## src/rtl/term_writer.sv

```systemverilog
// Byte-stream writer for the 60x17 text VRAM: decodes printable and control bytes
// and drives VRAM port A to place glyphs, blank rows and clear the screen.
module term_writer #(
    parameter int unsigned COLS  = 60,
    parameter int unsigned ROWS  = 17,
    parameter logic [7:0]  BLANK = 8'h20
) (
    input  logic        i_clk,
    input  logic        i_rst_n,
    input  logic [7:0]  i_data,
    input  logic        i_valid,
    output logic        o_ready,
    output logic [10:0] o_vram_addr,
    output logic [7:0]  o_vram_din,
    output logic        o_vram_ce,
    output logic        o_vram_wre,
    output logic        o_cursor_e
);

    localparam int unsigned ROW_W = 5;
    localparam int unsigned COL_W = 6;
    localparam logic [COL_W-1:0] LAST_COL = COL_W'(COLS - 1);
    localparam logic [ROW_W-1:0] LAST_ROW = ROW_W'(ROWS - 1);

    localparam logic [7:0] CH_BS = 8'h08;
    localparam logic [7:0] CH_LF = 8'h0A;
    localparam logic [7:0] CH_FF = 8'h0C;
    localparam logic [7:0] CH_CR = 8'h0D;
    localparam logic [7:0] CH_DEL = 8'h7F;

    typedef enum logic [1:0] {
        IDLE,
        WRITE,
        CLEAR_ROW,
        CLEAR_ALL
    } state_t;

    state_t           state;
    logic [ROW_W-1:0] row;
    logic [COL_W-1:0] col;
    logic [ROW_W-1:0] crow;
    logic [COL_W-1:0] ccol;
    logic             row_step;

    logic [ROW_W-1:0] step_row;
    logic             printable;

    // Row step wraps to the top; there is no scrolling.
    assign step_row  = (row == LAST_ROW) ? ROW_W'(0) : row + ROW_W'(1);
    assign printable = (i_data >= 8'h20) && (i_data != CH_DEL);

    // The block never reads VRAM, and the cursor is shown whenever input is accepted.
    assign o_vram_wre = o_vram_ce;
    assign o_cursor_e = o_ready;

    always_ff @(posedge i_clk or negedge i_rst_n) begin
        if (!i_rst_n) begin
            state       <= CLEAR_ALL;
            row         <= '0;
            col         <= '0;
            crow        <= '0;
            ccol        <= '0;
            row_step    <= 1'b0;
            o_ready     <= 1'b0;
            o_vram_ce   <= 1'b0;
            o_vram_addr <= '0;
            o_vram_din  <= '0;
        end else begin
            o_vram_ce <= 1'b0;
            case (state)
                IDLE: begin
                    if (o_ready && i_valid) begin
                        if (printable) begin
                            o_ready     <= 1'b0;
                            o_vram_ce   <= 1'b1;
                            o_vram_addr <= {row, col};
                            o_vram_din  <= i_data;
                            state       <= WRITE;
                            if (col == LAST_COL) begin
                                col      <= '0;
                                row      <= step_row;
                                row_step <= 1'b1;
                            end else begin
                                col      <= col + COL_W'(1);
                                row_step <= 1'b0;
                            end
                        end else begin
                            case (i_data)
                                CH_CR: begin
                                    col         <= '0;
                                    o_vram_addr <= {row, COL_W'(0)};
                                end
                                CH_LF: begin
                                    // First blank of the destination row goes out on the accept edge.
                                    col         <= '0;
                                    row         <= step_row;
                                    ccol        <= COL_W'(1);
                                    o_ready     <= 1'b0;
                                    o_vram_ce   <= 1'b1;
                                    o_vram_addr <= {step_row, COL_W'(0)};
                                    o_vram_din  <= BLANK;
                                    state       <= CLEAR_ROW;
                                end
                                CH_BS: begin
                                    if (col != '0) begin
                                        col         <= col - COL_W'(1);
                                        row_step    <= 1'b0;
                                        o_ready     <= 1'b0;
                                        o_vram_ce   <= 1'b1;
                                        o_vram_addr <= {row, col - COL_W'(1)};
                                        o_vram_din  <= BLANK;
                                        state       <= WRITE;
                                    end
                                end
                                CH_FF: begin
                                    row         <= '0;
                                    col         <= '0;
                                    crow        <= '0;
                                    ccol        <= COL_W'(1);
                                    o_ready     <= 1'b0;
                                    o_vram_ce   <= 1'b1;
                                    o_vram_addr <= '0;
                                    o_vram_din  <= BLANK;
                                    state       <= CLEAR_ALL;
                                end
                                default: ;
                            endcase
                        end
                    end else begin
                        o_ready     <= 1'b1;
                        o_vram_addr <= {row, col};
                    end
                end

                WRITE: begin
                    if (row_step) begin
                        ccol        <= COL_W'(1);
                        o_vram_ce   <= 1'b1;
                        o_vram_addr <= {row, COL_W'(0)};
                        o_vram_din  <= BLANK;
                        state       <= CLEAR_ROW;
                    end else begin
                        o_ready     <= 1'b1;
                        o_vram_addr <= {row, col};
                        state       <= IDLE;
                    end
                end

                CLEAR_ROW: begin
                    o_vram_ce   <= 1'b1;
                    o_vram_addr <= {row, ccol};
                    o_vram_din  <= BLANK;
                    if (ccol == LAST_COL) begin
                        state <= IDLE;
                    end else begin
                        ccol <= ccol + COL_W'(1);
                    end
                end

                CLEAR_ALL: begin
                    o_vram_ce   <= 1'b1;
                    o_vram_addr <= {crow, ccol};
                    o_vram_din  <= BLANK;
                    if (ccol == LAST_COL) begin
                        ccol <= '0;
                        if (crow == LAST_ROW) begin
                            crow  <= '0;
                            row   <= '0;
                            col   <= '0;
                            state <= IDLE;
                        end else begin
                            crow <= crow + ROW_W'(1);
                        end
                    end else begin
                        ccol <= ccol + COL_W'(1);
                    end
                end

                default: state <= CLEAR_ALL;
            endcase
        end
    end

endmodule
```

## config.mk

```make
export PLATFORM = sky130hd
export DESIGN_NAME = term_writer
export DESIGN_NICKNAME = d
export VERILOG_FILES = /design/src/rtl/term_writer.sv
export SDC_FILE = /design/constraint.sdc
export NUM_CORES = 1
export LEC_CHECK = 0
export ABC_AREA = 1
export CORE_UTILIZATION = 58
export DETAILED_ROUTE_END_ITERATION = 16
export GPL_TIMING_DRIVEN = 0
export PLACE_DENSITY_LB_ADDON = 0.3
export REMOVE_ABC_BUFFERS = 1
export SYNTH_ARGS = -nofsm -noshare
export SYNTH_HDL_FRONTEND = slang
export SYNTH_SLANG_ARGS = --single-unit
```

## constraint.sdc

```tcl
create_clock -name i_clk -period 2.2 [get_ports i_clk]
set_clock_uncertainty 0.05 [all_clocks]
set_input_delay 0.44 -clock i_clk [delete_from_list [all_inputs] [get_ports i_clk]]
set_output_delay 0.44 -clock i_clk [all_outputs]
set_load 0.03 [all_outputs]
```

Word level (Yosys, flattened, before mapping)
Index checks and enable logic that the tools add are counted.
Widths: inputs -> output; s select.

word-level totals
  register bits = 46
  input port bits = 11
  output and inout port bits = 23
  word-level logic and storage cells = 132

operators by class
  add/subtract/negate cells = 5
  magnitude comparators = 1
  eq/ne operators = 31
  mux-type cells = 65
  reductions and logical operators = 20

operators by type and width
  cell                 number
  $pmux 11 s4          2
  $mux 6               13
  $mux 5               11
  $mux 11              3
  $eq 8x4->1 const B   4
  $mux 8               4
  $pmux 5 s2           3
  $pmux 6 s2           2
  $pmux 6 s4           1
  $pmux 8 s3           1
  $ne 2x2->1 const B   9
  $reduce_and 6->1     3
  $pmux 8 s2           1
  $mux 2               7
  $add 6x1->6 const B  2
  $eq 6x6->1 const B   2
  $reduce_and 4->1     3
  $mux 1               11
  $add 5x1->5 const B  2
  $eq 5x5->1 const B   2
  $reduce_and 5->1     2
  $ge 8x6->1 const B   1
  $ne 4x3->1 const B   2
  $ne 8x7->1 const B   1
  other kinds (22)     30

Logic depth before layout (Yosys ltp)
  depth after elaboration = 6
  gate-level depth with buffers = 12
  gate-level depth less buffers = 12

Worst setup path before layout
Ideal clock, no wire load.

  path type = reg-to-reg
  start point = reg state[0]
  end point = reg col[1]
  setup time = 0.123 ns
  data arrival time = 1.689 ns
  required time = 2.027 ns
  setup slack = 0.338 ns
  stages on the path, launching flop included = 12
  path buffers = 1
  period minus slack after synthesis = 1.862 ns
  path through = dfstp_2 -> inv_1 -> ha_1 -> inv_1 -> nor2_1 -> nand2_2 -> inv_1 -> nor2_2 -> nand2_2 -> buf_6 -> nand2_1 -> o21ai_2

on the way
  cells in the longest elaborated chain, start to end = 3
  elaborated cells on any way between the ends = 10
  those cells by class = eq/ne: 6; mux: 1; reduce/logical: 3

ends and longest elaborated chain
  item                                                  line  source
  from (decl)                                           38    state_t state;
  from (signal assigned)                                58    state <= CLEAR_ALL;
  from (signal assigned)                                78    state <= WRITE;
  from (signal assigned)                                102   state <= CLEAR_ROW;
  $logic_not 2->1 / $eq 2x2->1 (equally long branches)  70    case (state)
  $ne 4x3->1 (no line), or another cell as far along    n/a
  $reduce_and 6->1 (no line)                            n/a
  to (signal assigned)                                  84    col <= col + COL_W'(1);
  to (signal assigned)                                  106   col <= col - COL_W'(1);
  to (decl)                                             40    logic [COL_W-1:0] col;

Several ways; a longest one is shown, not always the timed one.
A chain may end at the register's enable or synchronous reset.

Worst setup path in the final report
  start point = reg state[0]
  end point = reg ccol[0]

on the way
  cells in the longest elaborated chain, start to end = 3
  elaborated cells on any way between the ends = 11
  those cells by class = eq/ne: 8; mux: 1; reduce/logical: 2

ends and longest elaborated chain
  item                                      line  source
  $eq 2x2->1, or another cell as far along  70
  $ne 2x2->1 (no line)                      n/a
  $reduce_and 5->1 (no line)                n/a
  to (signal assigned)                      156   ccol <= ccol + COL_W'(1);
  to (signal assigned)                      175   ccol <= ccol + COL_W'(1);
  to (decl)                                 42    logic [COL_W-1:0] ccol;

Several ways; a longest one is shown, not always the timed one.

==> impl_metrics.yaml <==
synth:
  synth_edf_count: 0
  synthCells: 489
  ys_seq_area_share_pct: 34.0
  avgSynthCellArea_um2: 6.93
  synthesis.area_um2: 3390
  synth_cell_type_count: 36
  synth_seq_cells: 46
  synth-main-ff-cell: "dfrtp_1"
  synth-async-reset-ratio_pct: 100
  yosys_warnings: 0
floorplan:
  num_rows: 27
  dieArea_um2: 6160
  die_y_um: 78.5
  initial_core_util_pct: 60.8
  die_w_um: 78.5
  pin_count: 34
  design.core.area_um2: 5570
critical_path:
  crit_buf_inv: 3
  critPathKind: "reg -> reg"
  worst-path-max-fanout: 7
  max_stage_delay_ps: 560
  cpLargestDelayFamily: "simple AND/OR/NAND/NOR gates"
  crit_path_cell_trace: "inv_1 > ha_1 > nand2_1 > nand2_1 > inv_1 > nand3_1 > nor2_4 > inv_2 > nand2_1 > nand2_1"
  cp-end-kind: "flip-flop"
  arrival_ps: 2190
  rrSetupSlack_ps: 150
  crit_top_cell: "nand2_1"
  cp-start-kind: "flip-flop"
  required_ps: 2350
  critPathSlowestCell: "dfstp_2"
cts:
  clock_path_buffers: 2
  cts_root_buf: "clkbuf_8"
  hold_buffers: 0
  clk_pin_slew_ps: 90
  clkSinkCount: 46
  cts_inserted_buffers: 5
  h-tree-depth: 2
  cts_tree: "yes"
  clock_latency_ps: 310
cells_and_area:
  syn_to_final_growth_pct: 15.1
  drive_gt1_share_pct: 10.8
  mostFrequentLayoutCells: "nand2_1 (169), inv_1 (45), dfrtp_1 (44), nor2_1 (35), nand3_1 (33)"
  fin_nets: 543
  num_antenna_cells: 0
  fillers: 475
  fin_area_um2: 3900
  layout_commonest_cell: "nand2_1"
worst_hold_path:
  worstHoldPathType: "in -> async"
timing:
  post-route-period-util_pct: 93.0
  worstMarginPinSlew_ps: 479
  max_freq_mhz: 489
  maxSlewViolCount: 0
  min_period_ps: 2050
  finalHoldViolCount: 0
  whs_ps: 18.8
  relSlewSlack_pct: 68.1
  setup_viol: 0
  fin_ws_ps: 154
routing:
  drc: 0
  drt-pass1-iter-count: 5
  drtIter0Drc: 285
  drtAntennaViolNets: 0
  vias: 3356
  routed_wirelength_um: 8490
  viasPerCell: 5.67
  post_drt_wl_per_cell_um: 14.3
placement:
  hpwl_um: 6220
  routabilityCongestion: 0.927
  io_buffer_count: 33
  postPlaceCellArea_um2: 3720
  pre_cts_ws_ps: -484
power:
  powerDensity_nw_per_um2: 1290
  design_power_total_mw: 5.02
  leakage_nw: 1.91
  ir_drop_uv: 829
grt:
  grt_max_degree: 30
  antenna_found_initial: 0
  grt-ovfl-total: 0
  first_global_vias: 3013
  grt.total_usage_pct: 29.1
  grt_pass1_wl_um: 14000
run:
  cap_violations: 0
run_status:
  status: "finished, final reports clean"
-- cell usage after synthesis, types with 3 or more instances --
cell type  count  share of area, %
nand2_1      171                19
inv_1         47               5.2
dfrtp_1       44                32
nor2_1        36               4.0
nand3_1       33               4.9
o21ai_0       20               3.0
nand4_1       16               3.0
o21ai_1       16               2.4
ha_1          13               4.8
xor2_1        11               2.8
a21oi_1        9               1.3
nand2_2        9               1.7
nor2_2         7               1.3
buf_4          6               1.3
o211ai_1       6               1.3
a22oi_1        5               1.1
buf_2          4              0.59
clkbuf_1       4              0.44
o21ai_2        4               1.0
inv_2          3              0.33
nand3_4        3               1.5
nand3b_1       3              0.66
-- area by class of cell --
class | count | area, um^2 | area share (%)
Multi-Input combinational cell | 377 | 1980 | 50.7
Tap cell | 72 | 90.1 | 2.31
Clock buffer | 7 | 76.3 | 1.96
Timing Repair Buffer | 39 | 383 | 9.81
Clock inverter | 1 | 30.0 | 0.770
Sequential cell | 46 | 1150 | 29.6
Inverter | 50 | 191 | 4.91
-- sequential cells by signal, indices dropped and copies added, names as in the netlist --
name and count:
crow 5, o_vram_addr 11, col 6, ccol 6, o_cursor_e 1, o_vram_ce 1
state 2, row_step 1, row 5, o_vram_din 8
-- worst reg2reg max path, cell delays in order (launching register included) --
cell	delay (ps)
dfstp_2	560
inv_1	80
ha_1	300
nand2_1	200
nand2_1	80
inv_1	110
nand3_1	130
nor2_4	200
inv_2	110
nand2_1	80
nand2_1	50
-- report_power, final --
group / switching (mW) / internal, mW / total [mW]
sequential: 0.333 / 1.16 / 1.49
clock: 0.296 / 0.340 / 0.637
combinational: 1.85 / 1.04 / 2.89
-- cell families (layout without fill, tap and decap cells) --
kind of cell               count (synthesis)  count (layout)  synth area share [%]
AOI/OAI and AO/OA                         64              64                  11.1
xor gates and xnor gates                  13              13                  3.36
adders and majority gates                 13              13                  4.80
buffers and inverters                     67              97                  8.67
DFF                                       46              46                  34.0
and+or+nand+nor                          286             287                  38.0
-- routing by layer --
metal	GRT usage, %	wire length, um	share of wire (%)
met1	39.1	3820	45
met2	47.8	3980	47
met3	4.42	526	6.2
met4	9.63	159	1.9
met5	0	0	0
-- repair_timing --
item,CTS,global route
resized for setup,3,7
pin swaps,0,2
endpoints found under the setup margin,23,23
setup buffers,0,5
gates cloned,0,1
-- through the flow --
stage	utilization (%)	setup TNS [ps]	cells
floorplan	-	0	472
global placement	66.5	-37510	577
detailed placement	66.7	-12020	578
CTS	68.9	0	586
global route	70.0	-10.6	592
finish	70.0	0	592
-- worst paths after layout --
check / from / end / cells past startpoint
max: state[0]$_DFFE_PN1P_ / ccol[0]$_DFFE_PN0P_ / 10
min: i_rst_n / o_vram_din[2]$_DFFE_PN0P_ / 1
max reg2reg: state[0]$_DFFE_PN1P_ / ccol[0]$_DFFE_PN0P_ / 10
min reg2reg: o_vram_addr[2]$_DFFE_PN0P_ / o_vram_addr[2]$_DFFE_PN0P_ / 2
max in group asynchronous: i_rst_n / o_vram_addr[7]$_DFFE_PN0P_ / 2
min in group i_clk: o_vram_addr[2]$_DFFE_PN0P_ / o_vram_addr[2]$_DFFE_PN0P_ / 2
Note: power is estimated with default switching activity, not from simulation.
